`src/rtl/serial_comparator_pkg.sv`:
```
// rtl/serial_comparator_pkg.sv - shared state encodings and result bit order for serial_comparator
package serial_comparator_pkg;

    // Controller states; encodings are shared with the bench.
    typedef enum logic [1:0] {
        S_IDLE    = 2'd0,
        S_COMPARE = 2'd1,
        S_DONE    = 2'd2
    } state_t;

    // Result vector bit order is {greater, less, equal}.
    localparam int RES_EQ = 0;
    localparam int RES_LT = 1;
    localparam int RES_GT = 2;
    localparam int RES_W  = 3;

endpackage

```
`src/rtl/serial_comparator_digit_compare.sv`:
```
// rtl/serial_comparator_digit_compare.sv - combinational unsigned compare of one DIGIT-bit slice
module digit_compare #(
    parameter int DIGIT = 4
) (
    input  logic [DIGIT-1:0] a,
    input  logic [DIGIT-1:0] b,
    output logic             eq,
    output logic             lt,
    output logic             gt
);

    // Exactly one of eq/lt/gt is set for any pair of slices.
    always_comb begin
        eq = (a == b);
        lt = (a < b);
        gt = (a > b);
    end

endmodule

```
`src/rtl/serial_comparator.sv`:
```
// rtl/serial_comparator.sv - MSB-first digit-serial magnitude/equality comparator with early exit
module serial_comparator
    import serial_comparator_pkg::*;
#(
    parameter int WIDTH = 32,
    parameter int DIGIT = 4
) (
    input  logic             clk,
    input  logic             reset_n,
    input  logic [WIDTH-1:0] in0,
    input  logic [WIDTH-1:0] in1,
    input  logic             is_signed,
    input  logic             req_valid,
    output logic             req_ready,
    output logic             rsp_valid,
    input  logic             rsp_ready,
    output logic             equal,
    output logic             less,
    output logic             greater
);

    localparam int NDIG = WIDTH / DIGIT;
    localparam int IDXW = (NDIG > 1) ? $clog2(NDIG) : 1;
    localparam logic [IDXW-1:0] LAST_IDX = IDXW'(NDIG - 1);

    state_t           state;
    state_t           state_next;
    logic [WIDTH-1:0] a_q;
    logic [WIDTH-1:0] b_q;
    logic [IDXW-1:0]  idx_q;
    logic [RES_W-1:0] result_q;
    logic [WIDTH-1:0] sign_mask;
    logic             dig_eq;
    logic             dig_lt;
    logic             dig_gt;
    logic             last_digit;

    // Flipping the sign bit of both operands turns a two's-complement
    // compare into an unsigned compare of the modified values.
    assign sign_mask  = {is_signed, {(WIDTH-1){1'b0}}};
    assign last_digit = (idx_q == LAST_IDX);

    assign equal   = result_q[RES_EQ];
    assign less    = result_q[RES_LT];
    assign greater = result_q[RES_GT];

    digit_compare #(
        .DIGIT (DIGIT)
    ) u_digit_compare (
        .a  (a_q[WIDTH-1 -: DIGIT]),
        .b  (b_q[WIDTH-1 -: DIGIT]),
        .eq (dig_eq),
        .lt (dig_lt),
        .gt (dig_gt)
    );

    // State register.
    always_ff @(posedge clk) begin
        if (!reset_n) begin
            state <= S_IDLE;
        end else begin
            state <= state_next;
        end
    end

    // Next-state and handshake outputs; the top digit decides or we move on.
    always_comb begin
        state_next = state;
        req_ready  = 1'b0;
        rsp_valid  = 1'b0;
        case (state)
            S_IDLE: begin
                req_ready = 1'b1;
                if (req_valid) begin
                    state_next = S_COMPARE;
                end
            end
            S_COMPARE: begin
                if (!dig_eq || last_digit) begin
                    state_next = S_DONE;
                end
            end
            S_DONE: begin
                rsp_valid = 1'b1;
                if (rsp_ready) begin
                    state_next = S_IDLE;
                end
            end
            default: begin
                state_next = S_IDLE;
            end
        endcase
    end

    // Operand shift registers, digit index and registered result.
    always_ff @(posedge clk) begin
        if (!reset_n) begin
            a_q      <= '0;
            b_q      <= '0;
            idx_q    <= '0;
            result_q <= '0;
        end else begin
            case (state)
                S_IDLE: begin
                    if (req_valid) begin
                        a_q   <= in0 ^ sign_mask;
                        b_q   <= in1 ^ sign_mask;
                        idx_q <= '0;
                    end
                end
                S_COMPARE: begin
                    if (!dig_eq) begin
                        result_q[RES_EQ] <= 1'b0;
                        result_q[RES_LT] <= dig_lt;
                        result_q[RES_GT] <= dig_gt;
                    end else if (last_digit) begin
                        result_q[RES_EQ] <= 1'b1;
                        result_q[RES_LT] <= 1'b0;
                        result_q[RES_GT] <= 1'b0;
                    end else begin
                        a_q   <= a_q << DIGIT;
                        b_q   <= b_q << DIGIT;
                        idx_q <= idx_q + 1'b1;
                    end
                end
                default: begin
                end
            endcase
        end
    end

endmodule

```
`config.mk`:
```
export PLATFORM = sky130hd
export DESIGN_NAME = serial_comparator
export DESIGN_NICKNAME = d
export VERILOG_FILES = /design/src/rtl/serial_comparator_pkg.sv /design/src/rtl/serial_comparator_digit_compare.sv /design/src/rtl/serial_comparator.sv
export SDC_FILE = /design/constraint.sdc
export NUM_CORES = 1
export LEC_CHECK = 0
export CAP_MARGIN = 20
export CORE_AREA = 4 4 66 128
export CTS_CLUSTER_SIZE = 10
export DETAILED_ROUTE_END_ITERATION = 10
export DIE_AREA = 0 0 70 132
export GPL_ROUTABILITY_DRIVEN = 0
export GPL_TIMING_DRIVEN = 0
export HOLD_SLACK_MARGIN = 0.08
export PLACE_DENSITY = 0.78
export SLEW_MARGIN = 10
export SYNTH_ARGS = -nofsm -noshare
export SYNTH_HDL_FRONTEND = slang
export SYNTH_HIERARCHICAL = 1
export SYNTH_SLANG_ARGS = --single-unit
```
`constraint.sdc`:
```
create_clock -name clk -period 3.2 [get_ports clk]
set_input_delay 0.32 -clock clk [delete_from_list [all_inputs] [get_ports clk]]
set_output_delay 0.32 -clock clk [all_outputs]
set_load 0.02 [all_outputs]
```
# After elaboration in Yosys (flattened, before gate mapping)
# Index checks and enable logic that the tools add are counted.
# Widths: inputs -> output; s select.
[totals] reg_bits=72 in_bits=69 out_inout_bits=5 word_cells=47
[classes] addsub=1 n_lt_le_gt_ge=2 eq_ne=10 muxes=20 n_bitwise=2 n_reduce_logical=7
[op_table] op="$mux 32" n=6
[op_table] op="$pmux 32 s2" n=2
[op_table] op="$xor 32x32->32" n=2
[op_table] op="$mux 3" n=5
[op_table] op="$ne 2x2->1 const B" n=5
[op_table] op="$mux 2" n=3
[op_table] op="$pmux 2 s3" n=1
[op_table] op="$pmux 3 s2" n=1
[op_table] op="$eq 4x4->1" n=1
[op_table] op="$gt 4x4->1" n=1
[op_table] op="$lt 4x4->1" n=1
[op_table] op="$reduce_and 4->1" n=1
[op_table] op="$add 3x1->3 const B" n=1
[op_table] op="$eq 3x3->1 const B" n=1
[op_table] op="$reduce_and 3->1" n=1
[op_table] op="$eq 2x1->1 const B" n=1
[op_table] op="$eq 2x2->1 const B" n=1
[op_table] op="$logic_not 2->1" n=1
[op_table] op="$mux 1" n=2
[op_table] op="$ne 2x1->1 const B" n=1
[op_table] op="$reduce_and 2->1" n=1
[op_table] op="$reduce_bool 2->1" n=1
[op_table] op="$logic_not 1->1" n=1
[op_table] op="$logic_or 1x1->1" n=1

# Depth between registers and ports, before layout
# Gate-level depths: netlist of run 1.
[logic_depth] depth_word=5 ltp_mapped=9 ltp_nobuf=7

# Cells and area by module
# The synthesis of run 1 kept the hierarchy.
[modules_own_cells] module="serial_comparator" instances=1 cells_per_inst=400 area_per_inst_um2=3478.3 seq_area_each_um2=1441.4
[modules_own_cells] module="digit_compare" instances=1 cells_per_inst=16 area_per_inst_um2=128.9 seq_area_each_um2=0.0

# Least setup slack after synthesis of run 1
# OpenSTA, ideal clock, no wires.
[synth_path] path_type="register to register" startpoint="reg b_q[31]" endpoint="reg a_q[14]" setup_time_ns=0.089 t_arrival_ns=1.673 t_required_ns=3.111 setup_slack_ns=1.439 path_stages_with_launch=10 n_path_buf=2 synth_period_minus_slack_ns=1.761 cell_sequence="dfxtp_1 inv_1 ha_1 nand2_1 nor2_1 and4bb_1 buf_6 buf_6 nor3_1 a311oi_2"
[synth_between] elab_chain_cells=3
[synth_rtl] item="start, declared" line_no="serial_comparator.sv:29" text="logic [WIDTH-1:0] b_q;"
[synth_rtl] item="start signal, assigned" line_no="serial_comparator.sv:107" text="b_q <= in1 ^ sign_mask;"
[synth_rtl] item="start signal, assigned" line_no="serial_comparator.sv:122" text="b_q <= b_q << DIGIT;"
[synth_rtl] item="$eq 4x4->1" line_no="serial_comparator_digit_compare.sv:14" text="eq = (a == b);"
[synth_rtl] item="net dig_eq" line_no="serial_comparator.sv:33" text="logic dig_eq;"
[synth_rtl] item="$ne 2x2->1 (no line)"
[synth_rtl] item="$reduce_and 4->1 (no line)"
[synth_rtl] item="end signal, assigned" line_no="serial_comparator.sv:106" text="a_q <= in0 ^ sign_mask;"
[synth_rtl] item="end signal, assigned" line_no="serial_comparator.sv:121" text="a_q <= a_q << DIGIT;"
[synth_rtl] item="end, declared" line_no="serial_comparator.sv:28" text="logic [WIDTH-1:0] a_q;"
# The timed path passes the listed nets, and every way through them passes these cells.
# A chain may end at the register's enable or synchronous reset.

# Worst setup path in the final report of run 1
[layout_path] startpoint="reg b_q[31]" endpoint="reg a_q[26]"
# The elaborated chain is that of the path after synthesis.

==> results of run 1 <==
## worst register-to-register path: cells and delay by family (launching register included)
kind | cells | cell delay, ns
and+or+nand+nor | 4 | 0.79
DFF | 1 | 0.32
buffers and inverters | 3 | 0.36
AOI/OAI and AO/OA | 1 | 0.27
adders and majority gates | 1 | 0.32
## area by class of cell
type                            instances  area (µm²)
Sequential cell                        72        1440
Fill cell                             679        2810
Tap cell                               94         118
Buffer                                 42         279
Clock buffer                           12         236
Inverter                                6        22.5
Timing Repair Buffer                   73         731
Clock inverter                          4        45.0
Multi-Input combinational cell        296        1860
## metrics by stage
stage               cell area [µm²]  instances  hold WS [ns]  setup WS [ns]  power, mW
detailed placement             4460        583         0.460           1.01       2.05
CTS                            4740        599         0.467           1.07       3.01
global placement               4460        583         0.451           1.04       2.02
global route                   4740        599         0.491          0.913       3.16
floorplan                      3610        416         0.438           1.44       1.77
finish                         4740        599         0.467           1.05       3.01
## state kept, by name (all words and copies together), names as in the netlist
register and flops:
a_q 32, b_q 32, idx_q 3, result_q 3, state 2
## kinds of logic (layout without fill, tap and decap cells)
group | Yosys count | count (layout) | share of synthesized area (%)
compound gates | 79 | 79 | 23.4
xor+xnor | 2 | 2 | 0.486
fa+ha+maj | 6 | 6 | 2.08
buf+inv | 48 | 137 | 8.36
flops | 72 | 72 | 40.0
simple gates | 209 | 209 | 25.7
## cell usage in the layout (no fill, tap or decap)
master / instances
a21oi_1: 15
a21oi_2: 1
a311oi_1: 20
a311oi_2: 34
and2_1: 1
and4bb_1: 1
buf_1: 2
buf_2: 16
buf_4: 5
buf_6: 11
bufinv_16: 1
clkbuf_1: 11
clkbuf_16: 9
clkdlybuf4s50_1: 73
clkinv_2: 3
dfxtp_1: 72
ha_1: 6
inv_1: 5
inv_2: 1
nand2_1: 123
nand2b_1: 2
nand3_1: 11
nand4bb_1: 1
nor2_1: 7
nor2b_1: 4
nor2b_4: 1
nor3_1: 55
nor3b_1: 1
nor3b_2: 1
o211ai_1: 2
o21a_1: 1
o21ai_0: 2
o21ai_1: 1
o21bai_4: 1
o32ai_1: 2
or3b_1: 1
xor2_1: 2
## power groups by stage
| stage | Combinational, mW | Clock [mW] | Sequential, mW |
|---|---|---|---|
| after floorplan | 0.643 | 0 | 1.12 |
| after detailed placement | 0.897 | 0 | 1.15 |
| after global placement | 0.871 | 0 | 1.14 |
| final | 0.906 | 0.970 | 1.14 |
| after global routing | 0.986 | 1.02 | 1.15 |
| after CTS | 0.904 | 0.977 | 1.13 |
## routing by layer
layer	share of wire, %	vias up	wire length [µm]
met2	54	85	5600
met3	3.8	36	393
met1	37	1639	3790
li1	-	1656	-
met5	0	-	0
met4	5.0	0	511
## worst max-delay path by stage
stage                    startpoint              endpoint  slack [ns]  depth (start not counted)
3_3_place_gp                reset_n  b_q[14]$_SDFFE_PN0P_        1.04                          5
6_report       b_q[31]$_SDFFE_PN0P_  a_q[26]$_SDFFE_PN0P_        1.05                          9
2_1_floorplan  b_q[31]$_SDFFE_PN0P_  a_q[14]$_SDFFE_PN0P_        1.44                          9
3_5_place_dp                reset_n  b_q[11]$_SDFFE_PN0P_        1.01                          5
4_1_cts        b_q[31]$_SDFFE_PN0P_  b_q[19]$_SDFFE_PN0P_        1.07                          9
5_1_grt        b_q[31]$_SDFFE_PN0P_  a_q[31]$_SDFFE_PN0P_        0.91                          8
==> metrics.txt, run 1 <==
critical path fanouts, max=10; count of max-cap constraint violations=0; Worst Skew=0.00748 ns; share of async-settable or async-resettable flops after synthesis=0%; transition time at the pin with the least slew margin=about 0.72 ns; met1 Usage GRT=23.1%; Area Overhead vs Synth=31.3%; total buffers and inverters traversed by the critical path=3; initial core utilization=47.8%; remaining global-route overflow=0; number of enable-type register cells in the synthesized netlist=0; Final min period=between 2 and 2.5 ns; fraction of met3 tracks used by global routing=under 10%; Chip Height=132 µm; clock transition at the registers of the reported paths=around 0.060 ns; worst ir drop on vdd=0.458 mV; critical setup path kind=reg2reg; sum of net half-perimeters after detailed placement=7620 µm; average routed wire per standard cell=17.2 µm; FF-to-FF path depth=9; TritonCTS buffer count=9; total vias in the final route=3,416; Cells after Synth=416; Sink Count=72; total routed wirelength=a little over 10,000 µm; final number of hold-violating endpoints=0; count of final max-slew check failures=0; required time worst endpoint=3.44 ns; most instantiated library cell after synthesis=nand2_1; outcome=finished, violations left; top post-synthesis cells by area=dfxtp_1 (40%), a311oi_2 (14%), nand2_1 (13%); Net Count, Synth=491; detailed-route vias per instance=5.70; count of boundary I/O pins=74; number of nets in the layout=575; overall fraction of global-route tracks in use=a little under a quarter; share of the cycle needed by the critical path after routing=67.3%; hold buffers post-CTS=0; end point of the most critical hold path=a_q[0]$_SDFFE_PN0P_; CP cell instances=inv_1 > ha_1 > nand2_1 > nor2_1 > and4bb_1 > buf_6 > buf_6 > nor3_1 > a311oi_2; reg2reg end=a_q[26]$_SDFFE_PN0P_; Routed Antenna Nets=0; worst-case clock buffer depth=2; Max H-tree Level=3; FF-to-FF setup slack=between 1 and 1.5 ns; vias in the first global route=3,609; Post-Route Utilization=62.8%; top_reg_cell synth=dfxtp_1; global routing met2 resource utilization=42.0%; crit start category=flip-flop; die boundary width=70 µm; count of port buffers added during placement=73; Setup TNS Final=0 ns; most common library cells after synthesis=nand2_1 (123), dfxtp_1 (72), nor3_1 (55); relative contribution of combinational cells to total power=a little under a third; cell-internal power=approximately 2.1 mW; DR pass1 iterations=7; Rows=45; Mean Syn Cell Area=just under 9 µm²; PwrDens=636 nW/µm²; crit path DAT=2.40 ns; crit end category=flip-flop; Seq cells post-synth=72; library cell used as clock root buffer=clkbuf_16; netlist area before placement=3610 µm²; DRC violation count after routing=2; Clk pwr share=32.2%; layer with the highest usage=met2; achievable clock frequency=roughly 460 MHz; initial antenna violation count=0; dominant cell type by count on the critical path=buf_6; Leak=1.78 nW; Netlist cell types=33; critical path's top delay family=simple AND/OR/NAND/NOR gates; largest net degree at the start of global routing=12; Warnings, synthesis=6; Slowest-stage cell, CP=nor2_1; worst hold path type=reg2reg; clock latency on the worst-skew pair=~0.34 ns; sequential-to-total area share from yosys stat=40.0%; Sequential Power Share=about 38%; area of the die=9240 µm²; core region area=between 7000 and 8000 µm²; setup repair after global routing missed its margin=no; Largest stage delay, worst path=between 0.3 and 0.4 ns; net switching power=0.959 mW; startpoint of the most critical hold path=a_q[0]$_SDFFE_PN0P_; fraction of power spent switching nets=31.8%; violations in the final reports=design-rule violations; post-cts resize count=0; tightest slew margin relative to the limit=51.9%; area share of the largest cell type after synthesis=40.0%; number of antenna diodes=0; top cell type by total area after synthesis=dfxtp_1; layout cells sized above 1=16.6%; post-CTS setup buffers=0; CTS tree=done; worst hold path stage count=2; count of routing violations after the opening detailed-route iteration=slightly above 200; final setup vio count=0; launch point of the worst reg-to-reg path=b_q[31]$_SDFFE_PN0P_; global-route wire length before repair=17,100 µm
No activity file was read; power rests on OpenSTA's default activity.
==> run 2: changes to the inputs <==
--- a/config.mk
+++ b/config.mk
@@ -6,14 +6,14 @@
 export NUM_CORES = 1
 export LEC_CHECK = 0
 export CAP_MARGIN = 20
-export CORE_AREA = 4 4 66 128
+export CORE_AREA = 4 4 68 133
 export CTS_CLUSTER_SIZE = 10
 export DETAILED_ROUTE_END_ITERATION = 10
-export DIE_AREA = 0 0 70 132
+export DIE_AREA = 0 0 72 137
 export GPL_ROUTABILITY_DRIVEN = 0
 export GPL_TIMING_DRIVEN = 0
 export HOLD_SLACK_MARGIN = 0.08
-export PLACE_DENSITY = 0.78
+export PLACE_DENSITY = 0.76
 export SLEW_MARGIN = 10
 export SYNTH_ARGS = -nofsm -noshare
 export SYNTH_HDL_FRONTEND = slang
==> constraint.sdc (replaced) <==
create_clock -name clk -period 1.8 [get_ports clk]
set_input_delay 0.18 -clock clk [delete_from_list [all_inputs] [get_ports clk]]
set_output_delay 0.18 -clock clk [all_outputs]
set_load 0.02 [all_outputs]
==> run 2 against run 1 <==
  * The run ends with negative setup slack left
  * Maximum frequency is 15% higher
  * Critical path depth is 1 lower
  * Cell count is 2.5% higher
  * Clock skew is 0.0040 ns lower
  * Utilization is 1.8 points higher
==> metrics.txt, run 2 (synthesis gave the netlist of run 1 again) <==
setup repair after global routing missed its margin=yes; worst-case clock buffer depth=2 (unchanged); Chip Height=137 µm (+3.8%); hold buffers post-CTS=0 (unchanged); clock transition at the registers of the reported paths=0.05 ns (about the same); final setup vio count=47 (+47); PwrDens=1100 nW/µm² (+73%); sum of net half-perimeters after detailed placement=7430 µm (-2.5%); layout cells sized above 1=25.5% (+8.8 points); TritonCTS buffer count=9 (unchanged); post-route cell area=5130 µm² (+8.4%); Max H-tree Level=3 (unchanged); remaining global-route overflow=0 (unchanged); crit start category=flip-flop; critical path fanouts, max=5 (-5); number of antenna diodes=0 (unchanged); Slowest-stage cell, CP=dfxtp_1; Rows=46 (+2.2%); die boundary width=72 µm (+2.9%); critical setup path kind=reg2reg; core region area=7940 µm² (+5.3%); count of routing violations after the opening detailed-route iteration=208 (+0.48%); total vias in the final route=3,567 (+4.4%); fin worst setup slack=-0.0804 ns (-1.13 ns); most frequent standard cell in the layout excluding fill and tap cells=nand2_1; share of the cycle needed by the critical path after routing=104% (+37 points); worst-case setup slack after placement=-0.290 ns (-1.30 ns); crit path DAT=2.12 ns (-0.28 ns); Regs by FF count=a_q (32), b_q (32); worst ir drop on vdd=0.676 mV (+47%); number of standard cells in the layout, taps in and fillers out=614 (+2.5%); crit end category=flip-flop; count of max-cap constraint violations=0 (unchanged); vias in the first global route=3,528 (-2.2%); total routed wirelength=10,900 µm (+6.2%); largest net degree at the start of global routing=11 (-1); global-route wire length before repair=16,700 µm (-2.3%); overall fraction of global-route tracks in use=22.0% (-1.2 points); detailed route wirelength on metal2=5850 µm (+4.4%); count of placed standard cells including taps=585 (+0.34%); DRC violation count after routing=0 (-2); detailed-route vias per instance=5.81 (+1.9%); achievable clock frequency=532 MHz (+15%); area of the die=9860 µm² (+6.8%); final number of hold-violating endpoints=0 (unchanged); met1 routed wirelength after detailed routing=3990 µm (+5.5%); CTS tree=done; sum of met3 wire segment lengths after detailed routing=564 µm (+44%); library cell used as clock root buffer=clkbuf_16; number of fillers in the final layout=638 (-6.0%); highest metal layer used by the detailed router=met4; violations in the final reports=negative setup slack; initial antenna violation count=0 (unchanged); count of port buffers added during placement=73 (unchanged); count of boundary I/O pins=74 (unchanged); count of final max-slew check failures=0 (unchanged); Largest stage delay, worst path=0.37 ns (+0.02 ns); Sink Count=72 (unchanged); worst hold path type=in2reg; tightest slew margin relative to the limit=52.8% (+0.97 points); Routed Antenna Nets=0 (unchanged); Leak=1.92 nW (+7.9%); transition time at the pin with the least slew margin=0.708 ns (-0.0145 ns); Worst Skew=0.00348 ns (-0.00401 ns); number of nets in the layout=590 (+2.6%); average routed wire per standard cell=17.8 µm (+3.6%); CP cell instances=ha_4 > nand2_2 > nor2_4 > and4bb_4 > buf_8 > buf_6 > nor3_2 > a311oi_1; outcome=finished, violations left; required time worst endpoint=2.04 ns (-1.40 ns); most frequent cells in the layout=nand2_1 (121), clkdlybuf4s50_1 (72), dfxtp_1 (67); Final min period=1.88 ns (-0.274 ns); clock latency on the worst-skew pair=0.34 ns (about the same); initial core utilization=45.4% (-2.4 points); DR pass1 iterations=7 (unchanged); Placement Cell Area=4460 µm² (about the same); Area Overhead vs Synth=42.3%
[run 2: changes by cell type in the layout (fill, tap and decap cells not counted), sizes merged]
cell           delta
buf              +14
clkinv            -3
clkbuf            +3
clkdlybuf4s50     -1
bufinv            -1
dlygate4sd2       +1
[run 2: final timing paths]
path	depth (start not counted)	end	slack (ns)	startpoint
worst max-delay path	8	b_q[17]$_SDFFE_PN0P_	-0.08	a_q[30]$_SDFFE_PN0P_
worst min-delay path	3	b_q[1]$_SDFFE_PN0P_	0.40	in1[1]
worst max register to register	8	b_q[17]$_SDFFE_PN0P_	-0.08	a_q[30]$_SDFFE_PN0P_
worst min register to register	2	a_q[3]$_SDFFE_PN0P_	0.46	a_q[3]$_SDFFE_PN0P_
[run 2: repair_timing]
item                       in CTS  in global routing
buffers inserted                6                  3
setup endpoints to repair      68                 60
hold endpoints to repair        0                  0
pin swaps                      40                 28
gates cloned                    6                  1
resized for setup              32                 31
[run 2: cell type report]
cell class,instances,area [µm²],share of cell area (%)
flip-flops and latches,72,1450,28.2
well taps,96,120,2.34
repair buffers,88,906,17.6
inverters,6,22.5,0.439
multi-input cells,296,2060,40.1
plain buffers,42,304,5.92
clock buffers,14,274,5.34
[run 2: power breakdown]
| part | total (mW) | switching (mW) | leakage [nW] | internal, mW |
|---|---|---|---|---|
| Sequential | 2.06 | 0.203 | 0.597 | 1.86 |
| Clock | 1.67 | 0.642 | 0.135 | 1.03 |
| Combinational | 1.91 | 0.983 | 1.19 | 0.931 |
| Total | 5.65 | 1.83 | 1.92 | 3.82 |
[run 2: worst max-delay path: cells and delay by family, from the launching register on]
| family | cells | cell delay, ns |
|---|---|---|
| buffers and inverters | 2 | 0.30 |
| AOI/OAI and AO/OA | 1 | 0.22 |
| adders and majority gates | 1 | 0.29 |
| DFF | 1 | 0.37 |
| and+or+nand+nor | 4 | 0.59 |
[run 2: per-layer routing]
| metal | global-route usage [%] | vias to the layer above |
|---|---|---|
| met2 | 39.2 | 130 |
| met3 | 4.34 | 41 |
| met1 | 23.1 | 1709 |
| met5 | 0 | - |
| li1 | - | 1687 |
| met4 | 13.6 | 0 |
[run 2: through the flow]
stage               setup TNS [ns]  power, mW  hold slack (ns)  utilization [%]
floorplan                        0       3.14            0.298                -
global route                 -4.32       5.89            0.406             64.6
detailed placement          -13.94       3.62            0.457             56.1
global placement            -12.10       3.58            0.450             56.1
finish                       -1.72       5.65            0.399             64.6
CTS                        -0.0703       5.47            0.400             62.1
